==> src/rtl/axis_buf_pkg.sv <==
// ============================================================================
// Module      : axis_buf_pkg
// Description : Shared occupancy encodings and width helper for the AXI-Stream
//               register buffer.
// Revision    : 1.0 - initial release
// ============================================================================
`default_nettype none

package axis_buf_pkg;

  typedef enum logic [1:0] {
    OCC_EMPTY   = 2'b00,
    OCC_PARTIAL = 2'b01,
    OCC_FULL    = 2'b10
  } occ_state_t;

  // Bits needed to represent values 0..n-1, never less than one.
  function automatic int calc_width(input int n);
    int w;
    w = 1;
    while ((1 << w) < n) w = w + 1;
    return w;
  endfunction

endpackage

`default_nettype wire

==> src/rtl/axis_buf_mem.sv <==
// ============================================================================
// Module      : axis_buf_mem
// Description : DEPTH x (DATA_W+1) register array, synchronous write and reset,
//               asynchronous read.
// Revision    : 1.0 - initial release
// ============================================================================
`default_nettype none

module axis_buf_mem #(
  parameter int DATA_W = 8,
  parameter int DEPTH  = 4,
  parameter int AW     = 2
) (
  input  logic              clk_i,
  input  logic              arstn_i,
  input  logic              we_i,
  input  logic [AW-1:0]     waddr_i,
  input  logic [DATA_W:0]   wdata_i,
  input  logic [AW-1:0]     raddr_i,
  output logic [DATA_W:0]   rdata_o
);

  logic [DATA_W:0] r_mem [DEPTH];

  always_ff @(posedge clk_i) begin
    if (!arstn_i) begin
      for (int i = 0; i < DEPTH; i++) r_mem[i] <= '0;
    end else if (we_i) begin
      r_mem[waddr_i] <= wdata_i;
    end
  end

  assign rdata_o = r_mem[raddr_i];

endmodule

`default_nettype wire

==> src/rtl/axis_reg_fifo.sv <==
// ============================================================================
// Module      : axis_reg_fifo
// Description : AXI-Stream register FIFO carrying tlast, with synchronous flush
//               and registered occupancy output.
// Revision    : 1.0 - initial release
// ============================================================================
`default_nettype none

module axis_reg_fifo
  import axis_buf_pkg::*;
#(
  parameter  int DATA_W = 8,
  parameter  int DEPTH  = 4,
  localparam int CNT_W  = calc_width(DEPTH + 1)
) (
  input  logic              clk_i,
  input  logic              arstn_i,
  input  logic              tvalid_i,
  output logic              tready_o,
  input  logic [DATA_W-1:0] tdata_i,
  input  logic              tlast_i,
  output logic              tvalid_o,
  input  logic              tready_i,
  output logic [DATA_W-1:0] tdata_o,
  output logic              tlast_o,
  input  logic              flush_i,
  output logic [CNT_W-1:0]  count_o
);

  localparam int PTR_W = calc_width(DEPTH);
  localparam logic [CNT_W-1:0] c_full_cnt = CNT_W'(DEPTH);
  localparam logic [CNT_W-1:0] c_one_cnt  = CNT_W'(1);

  logic [PTR_W-1:0] r_wr_ptr;
  logic [PTR_W-1:0] r_rd_ptr;
  logic [CNT_W-1:0] r_count;
  occ_state_t       r_state;
  occ_state_t       w_state_nxt;
  logic             w_push;
  logic             w_pop;
  logic [DATA_W:0]  w_rd_entry;

  // Handshakes depend only on registered occupancy and flush.
  assign tready_o = (r_state != OCC_FULL)  && !flush_i;
  assign tvalid_o = (r_state != OCC_EMPTY) && !flush_i;
  assign w_push   = tvalid_i && tready_o;
  assign w_pop    = tvalid_o && tready_i;

  axis_buf_mem #(
    .DATA_W (DATA_W),
    .DEPTH  (DEPTH),
    .AW     (PTR_W)
  ) u_mem (
    .clk_i   (clk_i),
    .arstn_i (arstn_i),
    .we_i    (w_push),
    .waddr_i (r_wr_ptr),
    .wdata_i ({tlast_i, tdata_i}),
    .raddr_i (r_rd_ptr),
    .rdata_o (w_rd_entry)
  );

  assign tlast_o = w_rd_entry[DATA_W];
  assign tdata_o = w_rd_entry[DATA_W-1:0];
  assign count_o = r_count;

  always_ff @(posedge clk_i) begin
    if (!arstn_i) begin
      r_wr_ptr <= '0;
      r_rd_ptr <= '0;
      r_count  <= '0;
    end else if (flush_i) begin
      r_wr_ptr <= '0;
      r_rd_ptr <= '0;
      r_count  <= '0;
    end else begin
      if (w_push) r_wr_ptr <= r_wr_ptr + PTR_W'(1);
      if (w_pop)  r_rd_ptr <= r_rd_ptr + PTR_W'(1);
      if (w_push && !w_pop)      r_count <= r_count + c_one_cnt;
      else if (w_pop && !w_push) r_count <= r_count - c_one_cnt;
    end
  end

  always_ff @(posedge clk_i) begin
    if (!arstn_i) r_state <= OCC_EMPTY;
    else          r_state <= w_state_nxt;
  end

  always_comb begin
    w_state_nxt = r_state;
    if (flush_i) begin
      w_state_nxt = OCC_EMPTY;
    end else begin
      case (r_state)
        OCC_EMPTY:   if (w_push) w_state_nxt = OCC_PARTIAL;
        OCC_PARTIAL: begin
          if (w_pop && !w_push && r_count == c_one_cnt)
            w_state_nxt = OCC_EMPTY;
          else if (w_push && !w_pop && r_count == c_full_cnt - c_one_cnt)
            w_state_nxt = OCC_FULL;
        end
        OCC_FULL:    if (w_pop) w_state_nxt = OCC_PARTIAL;
        default:     w_state_nxt = OCC_EMPTY;
      endcase
    end
  end

endmodule

`default_nettype wire

==> config.mk <==
export PLATFORM = sky130hd
export DESIGN_NAME = axis_reg_fifo
export DESIGN_NICKNAME = d
export VERILOG_FILES = /design/src/rtl/axis_buf_pkg.sv /design/src/rtl/axis_buf_mem.sv /design/src/rtl/axis_reg_fifo.sv
export SDC_FILE = /design/constraint.sdc
export NUM_CORES = 1
export LEC_CHECK = 0
export CAP_MARGIN = 10
export CORE_UTILIZATION = 40
export DETAILED_ROUTE_END_ITERATION = 12
export PLACE_DENSITY = 0.66
export SETUP_SLACK_MARGIN = 0.1
export SYNTH_ARGS = -nofsm -noshare
export SYNTH_HDL_FRONTEND = slang
export SYNTH_SLANG_ARGS = --single-unit
==> constraint.sdc <==
create_clock -name clk_i -period 2.27 [get_ports clk_i]
set_input_delay 0.3405 -clock clk_i [delete_from_list [all_inputs] [get_ports clk_i]]
set_output_delay 0.3405 -clock clk_i [all_outputs]
set_load 0.02 [all_outputs]
==> impl_metrics.py, run 1 <==
metrics = {
    "worst_setup_path": {
        "cp.required_ns": 1.93,
        "critical-path-max-stage-delay_ns": 0.54,
        "cp_data_arrival_time_ns": 1.70,
        "crit_path_end_kind": "primary output",
        "cp_top_family": "buffers and inverters",
        "critPathBufInv": 2,
        "crit_type": "flop to primary output",
        "crit_chain": "buf_4, mux4_2, dlygate4sd2_1",
        "ff2ff_setup_slack_ns": 0.38,
        "crit-reg2reg-launch": "r_state[1]$_SDFFE_PP0P_",
        "crit_fanout": 9,
        "crit_slowest_cell": "mux4_2",
        "r2r_cells": 7,
        "timing.rr.end": "count_o[2]$_SDFFE_PP0P_",
        "startpoint_type": "flop",
    },
    "logic_synthesis": {
        "synth_compound_area_share_pct": 4.28,
        "synth_area_leaders": "edfxtp_1 48%, and2_1 10%, dfxtp_1 9.8%, mux4_2 9.0%, ha_1 3.3%",
        "syn_nets": 187,
        "yosysSeqAreaShare_pct": 57.8,
        "synth_xor_area_share_pct": 0.778,
        "synth_top_cell_by_area": "edfxtp_1",
        "yosysWarnings": 0,
        "synthSimpleGateAreaFrac_pct": 21.0,
        "ys_types": 33,
        "async_flop_share_pct": 0,
        "synth_top_family_by_area": "simple AND/OR/NAND/NOR gates",
        "mappedNetlistArea_um2": 2250,
        "syn_avg_cell_area_um2": 13.5,
        "synth_flop_cell": "edfxtp_1",
        "synth_top_area_share_pct": 48.0,
        "ys_seq_elements": 47,
        "synthMuxAreaShare_pct": 9.89,
        "synth_cells": 167,
        "synth-edff-count": 36,
        "synth_adder_area_share_pct": 3.34,
        "synth_common_cells": "36 x and2_1, 36 x edfxtp_1, 11 x dfxtp_1, 9 x mux4_2",
    },
    "routing": {
        "drt_first_pass_iters": 4,
        "avgRoutedWirePerCell_um": 15.5,
        "drt_iter0_drc": 132,
        "final_antenna_net_count": 0,
        "vias_per_cell": 4.94,
        "num_vias": 1408,
        "totalWireLength_mm": 4.43,
        "remaining_drc_errors": 0,
    },
    "sta": {
        "clock_skew_ns": 0.0118,
        "period_needed_ns": 2.04,
        "max_freq_ghz": 0.491,
        "whs_ns": 0.510,
        "rsz0062_at_grt": "false",
        "slew-limit-headroom_pct": 67.5,
        "drv_slew": 0,
        "fin_crit_sh_pct": 89.7,
        "setup_viol": 0,
        "layout_setup_ws_ns": 0.234,
        "final-hold-violation-count": 0,
        "worstMarginPinSlew_ns": 0.486,
    },
    "clock_tree": {
        "root_buffer": "clkbuf_8",
        "clk_pin_slew_ns": 0.07,
        "cts_buffer_depth": 2,
        "cts_max_level": 2,
        "clock_latency_ns": 0.30,
        "cts_made_buffers": 5,
        "cts_tree": "yes",
        "cts_setup_buffers": 0,
        "cts_sinks": 47,
    },
    "global_route": {
        "grt_pass1_vias": 1541,
        "grt_pass1_wl_mm": 7.56,
        "grtUsageTotal_pct": 16.7,
        "grt-ovfl-total": 0,
        "grt_max_degree": 15,
        "antenna_found_initial": 0,
    },
    "finish": {
        "drive_above_1_share_pct": 18.1,
        "area_growth_pct": 25.7,
        "diodes": 0,
        "fin_nets": 234,
        "final_util_pct": 53.7,
    },
    "die": {
        "start_util_pct": 42.7,
        "die-area_um2": 5930,
        "fp.dieW_um": 77.0,
        "ios": 28,
        "core_area_um2": 5270,
        "placementRows": 26,
        "die_h_um": 77.0,
    },
    "pwr": {
        "p_leak_nw": 1.08,
        "power.density_nw_per_um2": 660,
        "power.total_mw": 1.87,
        "ir_drop_v": 0.000272,
    },
    "place": {
        "post-place-ws_ns": -0.0693,
        "port_buffers": 27,
        "dp_hpwl_mm": 3.25,
        "gp_congestion": 0.776,
    },
    "hold_path": {
        "worst_hold_startpoint": "r_rd_ptr[1]$_SDFFE_PP0P_",
        "whs_endpoint": "r_rd_ptr[1]$_SDFFE_PP0P_",
        "hold_depth": 2,
        "min_path_type": "flop to flop",
    },
    "run": {
        "maxCapViolCount": 0,
    },
    "outcome": {
        "outcome": "finished, final reports clean",
    },
}
-- worst max-delay path by stage --
stage,to,cells past startpoint
3_5_place_dp,count_o[2]$_SDFFE_PP0P_,8
2_1_floorplan,u_mem.r_mem[0][0]$_SDFFCE_PN0P_,4
5_1_grt,count_o[2]$_SDFFE_PP0P_,8
6_report,tdata_o[4],3
3_3_place_gp,count_o[2]$_SDFFE_PP0P_,8
4_1_cts,tdata_o[4],3
-- state kept, by name, indices dropped and copies added (netlist names), named ones only --
| register | cells |
|---|---|
| u_mem.r_mem | 36 |
| r_state | 2 |
| r_rd_ptr | 2 |
| r_wr_ptr | 2 |
| count_o | 3 |
-- worst min-delay path, stage by stage (launching register included) --
cell,delay (ns)
dfxtp_1,0.31
o21ai_0,0.06
a21oi_1,0.08
-- cell usage in the layout, fill, tap and decap left out --
| cell | count |
|---|---|
| dfxtp_1 | 11 |
| clkbuf_1 | 1 |
| o21ai_0 | 7 |
| clkbuf_8 | 5 |
| or2b_1 | 1 |
| nand3b_1 | 2 |
| buf_4 | 18 |
| or2_2 | 1 |
| mux2i_1 | 2 |
| mux4_2 | 9 |
| xor2_1 | 1 |
| o31ai_1 | 1 |
| or3_1 | 3 |
| nor4_4 | 2 |
| a21o_1 | 1 |
| a21oi_1 | 6 |
| nand3_1 | 1 |
| nor4b_1 | 1 |
| xnor2_1 | 1 |
| dlygate4sd2_1 | 9 |
| nand2_1 | 5 |
| nand4b_1 | 1 |
| o21bai_1 | 1 |
| edfxtp_1 | 36 |
| ha_1 | 6 |
| inv_1 | 8 |
| nor3_2 | 1 |
| nor3b_1 | 1 |
| bufinv_16 | 2 |
| clkdlybuf4s50_1 | 18 |
| nand2b_1 | 4 |
| nor4b_4 | 1 |
| nor2b_1 | 3 |
| and2_1 | 36 |
| nor2_1 | 8 |
| o32ai_1 | 1 |
-- power by group --
group / total [mW] / switching [mW] / internal (mW)
registers: 0.973 / 0.0135 / 0.959
logic: 0.178 / 0.0904 / 0.0877
clock network: 0.715 / 0.275 / 0.440
total: 1.87 / 0.379 / 1.49
-- per-layer routing --
metal	share of wire (%)	routed length, um	track usage, %	up-vias
met2	53	2360	31.1	38
met4	1.4	62	5.66	0
met5	0	0	0	-
met3	4.2	188	3.10	6
li1	-	-	-	694
met1	41	1820	19.0	670
-- area by class of cell --
cell class,count,area [um^2]
fill,466,2440
sequential,47,1300
multi-input combinational,107,883
timing repair buffer,45,394
tap,70,87.6
clock buffer,6,72.6
clock inverter,2,60.1
inverter,8,30.0
-- per-stage QoR --
| stage | std cells | cell area (um^2) | TNS (ns) |
|---|---|---|---|
| finish | 285 | 2830 | 0 |
| global route | 285 | 2830 | 0 |
| CTS | 285 | 2830 | 0 |
| detailed placement | 277 | 2710 | -0.0693 |
| global placement | 277 | 2710 | 0 |
| floorplan | 167 | 2250 | 0 |
-- what timing repair did --
action,4_1_cts,5_1_grt
setup endpoints to repair,9,0
gates resized for setup,9,0
hold buffers,0,0
-- cells by family (layout without fill, tap and decap cells) --
family	after synthesis	in the layout
AND/OR/NAND/NOR	71	71
AO/OA/AOI/OAI	17	17
flip-flops	47	47
XOR/XNOR	2	2
multiplexers	11	11
buffers and inverters	13	61
adder cells (fa/ha/maj)	6	6
Power figures use the tool's default switching activity.
==> inputs of run 2 (changes only) <==
--- a/config.mk
+++ b/config.mk
@@ -7,6 +7,7 @@
 export LEC_CHECK = 0
 export CAP_MARGIN = 10
 export CORE_UTILIZATION = 40
+export CTS_CLUSTER_DIAMETER = 30
 export DETAILED_ROUTE_END_ITERATION = 12
 export PLACE_DENSITY = 0.66
 export SETUP_SLACK_MARGIN = 0.1
==> results of run 2 <==
The final DEF is identical to that of run 1; final timing and power are the same.
==> inputs of run 3 (changes only) <==
--- a/config.mk
+++ b/config.mk
@@ -14,3 +14,4 @@
 export SYNTH_ARGS = -nofsm -noshare
 export SYNTH_HDL_FRONTEND = slang
 export SYNTH_SLANG_ARGS = --single-unit
+export TNS_END_PERCENT = 100
==> results of run 3 <==
The final DEF is identical to that of run 1; final timing and power are the same.
